### src/rtl/dec_counter_pkg.sv
// dec_counter_pkg: shared op encoding, FSM states and MAX helper for dec_counter
package dec_counter_pkg;
  localparam int OP_W = 2;
  typedef enum logic [OP_W-1:0] {OP_NOP, OP_DEC, OP_LOAD, OP_SUB} op_e;
  typedef enum logic {S_IDLE, S_EXEC} st_e;
  function automatic logic [31:0] max_of(input int w);
    return 32'((64'd1 << w) - 64'd1);
  endfunction
endpackage

### src/rtl/dec_counter_ctrl.sv
// dec_counter_ctrl: IDLE/EXEC sequencer producing cmd_ready, accept and the commit strobe
module dec_counter_ctrl
  import dec_counter_pkg::*;
#(
  parameter int LAT = 2
) (
  input  logic clk,
  input  logic rst,
  input  logic cmd_valid,
  output logic cmd_ready,
  output logic accept,
  output logic commit
);
  localparam int CW = LAT > 1 ? $clog2(LAT) : 1;
  st_e st, st_n;
  logic [CW-1:0] cnt, cnt_n;
  logic last;
  assign last = cnt == CW'(LAT - 1);
  always_ff @(posedge clk) begin
    if (rst) begin
      st  <= S_IDLE;
      cnt <= '0;
    end else begin
      st  <= st_n;
      cnt <= cnt_n;
    end
  end
  always_comb begin
    st_n  = st;
    cnt_n = cnt;
    if (st == S_IDLE) begin
      if (accept && LAT > 1) begin
        st_n  = S_EXEC;
        cnt_n = CW'(1);
      end
    end else if (last) begin
      st_n  = S_IDLE;
      cnt_n = '0;
    end else begin
      cnt_n = cnt + CW'(1);
    end
  end
  // With LAT == 1 the command commits on its own acceptance edge
  always_comb begin
    cmd_ready = st == S_IDLE;
    accept    = cmd_valid && cmd_ready;
    commit    = (LAT == 1) ? accept : (st == S_EXEC && last);
  end
endmodule

### src/rtl/dec_counter.sv
// dec_counter: down counter with explicit v and shadow imp (v == MAX - imp), fixed-latency commit
// Build option: DEC_COUNTER_SAT_EN clamps DEC/SUB at 0 instead of wrapping.
module dec_counter
  import dec_counter_pkg::*;
#(
  parameter int WIDTH = 4,
  parameter int LAT   = 2
) (
  input  logic             clk,
  input  logic             rst,
  input  logic [WIDTH-1:0] ui,
  input  logic             cmd_valid,
  input  logic [OP_W-1:0]  cmd_op,
  output logic             cmd_ready,
  output logic             done,
  output logic             uflow,
  output logic [WIDTH-1:0] v_o,
  output logic [WIDTH-1:0] out,
  output logic             inv_ok
);
  localparam logic [WIDTH-1:0] MAX = WIDTH'(max_of(WIDTH));
`ifdef DEC_COUNTER_SAT_EN
  localparam bit SAT = 1'b1;
`else
  localparam bit SAT = 1'b0;
`endif
  logic [WIDTH-1:0] v, imp, opnd_q, opnd, dv, di;
  op_e op_q, op;
  logic accept, commit, borrow, sat;
  dec_counter_ctrl #(.LAT(LAT)) u_ctrl (
    .clk       (clk),
    .rst       (rst),
    .cmd_valid (cmd_valid),
    .cmd_ready (cmd_ready),
    .accept    (accept),
    .commit    (commit)
  );
  // LAT == 1 commits on the acceptance edge, before the latches hold the command
  always_comb begin
    op     = (LAT == 1) ? op_e'(cmd_op) : op_q;
    opnd   = (LAT == 1) ? ui : opnd_q;
    borrow = (op == OP_DEC && v == '0) || (op == OP_SUB && opnd > v);
    sat    = SAT && borrow;
    dv     = op == OP_DEC ? v - WIDTH'(1) : op == OP_LOAD ? opnd : op == OP_SUB ? v - opnd : v;
    di     = op == OP_DEC ? imp + WIDTH'(1) : op == OP_LOAD ? ~opnd : op == OP_SUB ? imp + opnd : imp;
  end
  always_ff @(posedge clk) begin
    if (rst) begin
      v      <= ui;
      imp    <= ~ui;
      done   <= 1'b0;
      uflow  <= 1'b0;
      op_q   <= OP_NOP;
      opnd_q <= '0;
    end else begin
      done  <= commit;
      uflow <= commit && borrow;
      if (accept) begin
        op_q   <= op_e'(cmd_op);
        opnd_q <= ui;
      end
      if (commit) begin
        v   <= sat ? '0 : dv;
        imp <= sat ? MAX : di;
      end
    end
  end
  assign v_o    = v;
  assign out    = v & (MAX - imp);
  assign inv_ok = v == MAX - imp;
endmodule

### config.mk
export PLATFORM = sky130hd
export DESIGN_NAME = dec_counter
export DESIGN_NICKNAME = d
export VERILOG_FILES = /design/src/rtl/dec_counter_pkg.sv /design/src/rtl/dec_counter_ctrl.sv /design/src/rtl/dec_counter.sv
export SDC_FILE = /design/constraint.sdc
export NUM_CORES = 1
export LEC_CHECK = 0
export CORE_AREA = 2 2 62 58
export CTS_CLUSTER_SIZE = 30
export DETAILED_ROUTE_END_ITERATION = 8
export DIE_AREA = 0 0 64 60
export GPL_TIMING_DRIVEN = 0
export PLACE_DENSITY = 0.71
export SYNTH_ARGS = -nofsm -noshare
export SYNTH_HDL_FRONTEND = slang
export SYNTH_HIERARCHICAL = 1
export SYNTH_SLANG_ARGS = --single-unit
### constraint.sdc
create_clock -name clk -period 2.15 [get_ports clk]
set_input_delay 0.43 -clock clk [delete_from_list [all_inputs] [get_ports clk]]
set_output_delay 0.43 -clock clk [all_outputs]
set_load 0.02 [all_outputs]
=== Yosys cells after proc, flatten, opt, wreduce, memory -nomap -nowiden ===
Index checks and enable logic that the tools add are counted.

* Flip-flop bits (word level): 18
* Input bits: 9

* Eq/ne operators: 4
* Bitwise operators: 4
* Reduce and logical (&&, ||, !) cells: 11
* Muxes and demuxes: 16
* Add/sub/neg operators: 6
* Magnitude comparators: 1

{| class="wikitable"
|+ Operators with widths
! operator !! count
|-
| 4-bit 2-to-1 mux || 10
|-
| 4-bit inverter || 2
|-
| 1-bit 2-to-1 mux || 6
|-
| 1-bit logical AND || 5
|-
| 4-bit by 1-bit adder with 4-bit output (second input constant) || 1
|-
| 4-bit adder || 1
|-
| 4-bit AND || 1
|-
| 2-bit == test (second input constant) || 2
|-
| 4-bit == test || 1
|-
| 4-bit > comparator || 1
|-
| 4-bit logical NOT || 1
|-
| 2-bit nonzero test || 2
|-
| 4-bit nonzero test || 1
|-
| 4-bit by 1-bit subtractor with 4-bit output (second input constant) || 1
|-
| 4-bit subtractor || 1
|-
| 4-bit subtractor (first input constant) || 1
|-
| 2-bit by 1-bit == test with 1-bit output (second input constant) || 1
|-
| 2-bit AND reduction || 1
|-
| 1-bit adder (second input constant) || 1
|-
| 1-bit logical OR || 1
|-
| 1-bit inverter || 1
|}

=== Depth between registers and ports, before layout ===
* Word-level depth: 6
* Mapped depth: 7
* Depth with buffers taken out: 7

=== Hierarchy ===
Netlist, hierarchy kept.

{| class="wikitable"
|+ By module, submodules not included
! module !! times used !! cells each !! area an instance (µm²)
|-
| dec_counter || 1 || 133 || 1,287.5
|-
| dec_counter_ctrl || 1 || 9 || 91.3
|}

=== Least setup slack after synthesis ===
OpenSTA, ideal clock, no wires.

* Path kind: flip-flop to flip-flop
* Start point: reg v[0], in the netlist v_o[0]
* End point: reg v[1], in the netlist v_o[1], data pin
* Data required time: 1,890 ps
* Setup slack: 115 ps
* Data arrival time: 1,775 ps
* Buffers on the path: 0
* Stages on the path, launching flop included: 8
* Period minus slack after synthesis: 2,035 ps
* Cells stage by stage: edfxtp_1 > inv_1 > ha_1 > fa_1 > nor2_1 > a21oi_1 > o21ai_1 > mux2_2

* Word-level cells in the longest chain between the ends: 6
* Elaborated cells between the ends (all ways): 7
* Those cells by class: add/sub (2); mux (5)

{| class="wikitable"
|+ RTL lines
! item !! RTL line !! source
|-
| start, declared || dec_counter.sv:27 || <nowiki>logic [WIDTH-1:0] v, imp, opnd_q, opnd, dv, di;</nowiki>
|-
| start signal, assigned || dec_counter.sv:49 || <nowiki>v <= ui;</nowiki>
|-
| start signal, assigned || dec_counter.sv:63 || <nowiki>v <= sat ? '0 : dv;</nowiki>
|-
| 4-bit subtractor || dec_counter.sv:44 || <nowiki>dv = op == OP_DEC ? v - WIDTH'(1) : op == OP_LOAD ? opnd : op == OP_SUB ? v - opnd : v;</nowiki>
|-
| 4-bit 2-to-1 mux (2 in a row) || dec_counter.sv:44 ||
|-
| 4-bit 2-to-1 mux (*) || dec_counter.sv:44 ||
|-
| 4-bit 2-to-1 mux (*) || dec_counter.sv:62 || <nowiki>if (commit) begin</nowiki>
|-
| 4-bit 2-to-1 mux (*) || dec_counter.sv:48 || <nowiki>if (rst) begin</nowiki>
|}

Mark *: on every way between the ends. The rest lies on a longest branch, timed or not. The select of a mux whose other input is x is not followed.
A chain may end at the register's enable or synchronous reset.

=== Worst setup path in the final report ===
* Start point: reg v[1], in the netlist v_o[1]
* End point: out inv_ok

* Word-level cells in the longest chain between the ends: 1

{| class="wikitable"
|+ RTL lines
! item !! RTL line !! source
|-
| 4-bit == test || dec_counter.sv:70 || <nowiki>assign inv_ok = v == MAX - imp;</nowiki>
|-
| end, declared || dec_counter.sv:19 || <nowiki>output logic inv_ok</nowiki>
|}

Every way passes these cells.

==> impl_metrics.env <==
export IMPL_status="completed"
export IMPL_fin_worst_skew_ns=0.00300
export IMPL_clock_latency_ns=0.30
export IMPL_netlist_area_um2=1380
export IMPL_grt_usage_pct=16.6
export IMPL_place_congestion=0.904
export IMPL_rrSetupSlack_ns=0.12
export IMPL_clock_sinks=18
export IMPL_critPathMaxFanout=5
export IMPL_hold_class="register to register"
export IMPL_grt_pass1_wl_um=4750
export IMPL_wl_um=3030
export IMPL_hold_end="u_ctrl/cnt"
export IMPL_wl_per_cell_um=14.1
export IMPL_die_x_um=64
export IMPL_synthCells=142
export IMPL_design_die_area_um2=3840
export IMPL_max_slew_margin_rel_pct=67.3
export IMPL_use_met1_pct=21.4
export IMPL_avgViaCountPerCell=5.17
export IMPL_tightest_slew_ns=0.491
export IMPL_drtIter0Drc=33
export IMPL_ys_ff_latch=18
export IMPL_fin_area_um2=1710
export IMPL_drv_cap=0
export IMPL_drc_errors=0
export IMPL_syn_num_nets=167
export IMPL_core_area_um2=3230
export IMPL_top_usage_layer="met2"
export IMPL_synthFlopType="dfxtp_1"
export IMPL_critPathRequiredTime_ns=1.72
export IMPL_path_clk_slew_ns=0.11
export IMPL_p_per_area_nw_per_um2=615
export IMPL_start_kind="register"
export IMPL_pwr_share_clk_pct=20.5
export IMPL_max_freq_ghz=0.489
export IMPL_cp_arrival_ns=1.62
export IMPL_hold_depth=2
export IMPL_finalHoldViolCount=0
export IMPL_fp_dieH_um=60
export IMPL_period_needed_ns=2.05
export IMPL_synth_async_sr_flop_share_pct=0
export IMPL_root_buffer="clkbuf_4"
export IMPL_drive_above_1_share_pct=15.8
export IMPL_grt_pass1_vias=1014
export IMPL_drv_slew=0
export IMPL_p_comb_share_pct=38.4
export IMPL_htreeDepth=1
export IMPL_final_common_cell="clkdlybuf4s50_1"
export IMPL_timing_rr_end="v_o[1]"
export IMPL_p_leak_nw=0.726
export IMPL_antenna_found_initial=0
export IMPL_worstHoldStart="u_ctrl/cnt"
export IMPL_rr_worst_depth=7
export IMPL_synth_cell_types=41
export IMPL_synth_seq_area_share_pct=31.9
export IMPL_synth_edff_count=8
export IMPL_post_route_period_util_pct=95.1
export IMPL_place_inst=206
export IMPL_initial_core_util_pct=42.7
export IMPL_firstDrtPassIters=4
export IMPL_antenna_cells=0
export IMPL_grt_overflow_total=0
export IMPL_io_buffers=20
export IMPL_critPathCaptureType="primary output"
export IMPL_final_nets=197
export IMPL_grt_start_max_net_pins=11
export IMPL_ant_nets=0
export IMPL_grtUsageMet2_pct=28.0
export IMPL_cts_inserted_buffers=3
export IMPL_ios=21
export IMPL_cts_path_max_buffers=2
export IMPL_seqPwrFrac_pct=41.0
export IMPL_vias=1111
export IMPL_p_sw_share_pct=33.6
export IMPL_cts_tree="done"
export IMPL_syn2layout_area_growth_pct=24.2
export IMPL_syn_area_per_cell_um2=9.71
export IMPL_placed_area_um2=1630
export IMPL_ys_warn_count=6
export IMPL_layout_common_cells="19 x clkdlybuf4s50_1, 14 x ha_1, 13 x inv_1"
export IMPL_power_internal_mw=0.699
export IMPL_gr_usage_met3_pct=1.88
export IMPL_dp_hpwl_um=2340
export IMPL_num_rows=20
export IMPL_instances_no_fill=215
export IMPL_setup_viol=0
export IMPL_p_sw_mw=0.353
export IMPL_crit_type="register to primary output"
export IMPL_vdd_drop_max_mv=0.295
export IMPL_r2r_start="v_o[0]"
==> worst max-delay path, stage by stage (launching register included) <==
cell and delay, ns:
edfxtp_1 0.48, ha_1 0.32, nor4_1 0.28, buf_2 0.22
==> repair_timing <==
item	CTS	global route
buffers inserted	0	5
endpoints found under the setup margin	1	5
hold buffers	0	0
gates resized for setup	5	3
==> area by class of cell <==
type	count	area, um2
repair buffers	25	233
fillers	301	1520
flip-flops and latches	18	443
inverters	13	48.8
multi-input cells	104	846
plain buffers	7	51.3
clock buffers	4	36.3
well taps	44	55.1
==> through the flow <==
step                TNS (ns)  power, mW  setup slack [ns]  hold slack (ns)  utilization, %
detailed placement   -0.0635      0.826           -0.0635            0.527            50.6
CTS                        0       1.04            0.0367            0.555            51.6
global placement     -0.0690      0.810           -0.0690            0.511            50.6
finish                     0       1.05             0.105            0.544            53.1
floorplan                  0      0.704             0.115            0.493               -
global route         -0.0190       1.12           -0.0190            0.581            53.1
==> worst max path at each step <==
stage          endpoint   start  cells past startpoint
3_5_place_dp     inv_ok  imp[0]                      4
4_1_cts          inv_ok  imp[1]                      4
6_report         inv_ok  v_o[1]                      3
2_1_floorplan    v_o[1]  v_o[0]                      7
3_3_place_gp     inv_ok  imp[1]                      4
5_1_grt          imp[1]  imp[0]                      7
==> state kept, by name, summed over array words and instances (netlist names) <==
name,cells
imp,4
opnd,4
v_o,4
op,2
done,1
u_ctrl/cnt,1
u_ctrl/st,1
uflow,1
==> routing by layer <==
metal	up-vias	wire length [um]
li1	558	-
met1	524	1380
met2	22	1500
met3	7	74
met4	0	68
met5	-	0
==> cells in the mapped netlist, drive strengths merged, types with 2 or more instances <==
cell type / number / area [um2]
a211oi: 3 / 22.5
nor2b: 8 / 57.6
fa: 2 / 40.0
ha: 14 / 175
mux2i: 12 / 120
nand2: 4 / 17.5
a221oi: 2 / 17.5
buf: 6 / 47.5
mux2: 2 / 22.5
and3: 2 / 12.5
inv: 13 / 48.8
o21ai: 7 / 35.0
nor2: 9 / 33.8
xnor2: 3 / 26.3
edfxtp: 8 / 240
a21o: 2 / 15.0
nor3: 3 / 20.0
nand2b: 2 / 12.5
a21oi: 10 / 50.1
nand3: 3 / 15.0
xor2: 4 / 35.0
dfxtp: 10 / 200
==> cells by family after synthesis <==
| family | Yosys count | share of synthesized area, % |
|---|---|---|
| adders and majority gates | 16 | 15.6 |
| xor gates and xnor gates | 7 | 4.45 |
| AOI/OAI and AO/OA | 30 | 14.4 |
| buffers and inverters | 20 | 7.26 |
| muxes | 14 | 10.3 |
| DFF | 18 | 31.9 |
| and+or+nand+nor | 37 | 16.0 |
==> power by group through the flow <==
stage | Clock (mW) | Combinational, mW | Sequential [mW]
floorplan | 0 | 0.262 | 0.443
global placement | 0 | 0.370 | 0.440
detailed placement | 0 | 0.384 | 0.442
CTS | 0.220 | 0.384 | 0.434
global route | 0.230 | 0.450 | 0.437
finish | 0.216 | 0.404 | 0.432
No activity file was read; power rests on OpenSTA's default activity.
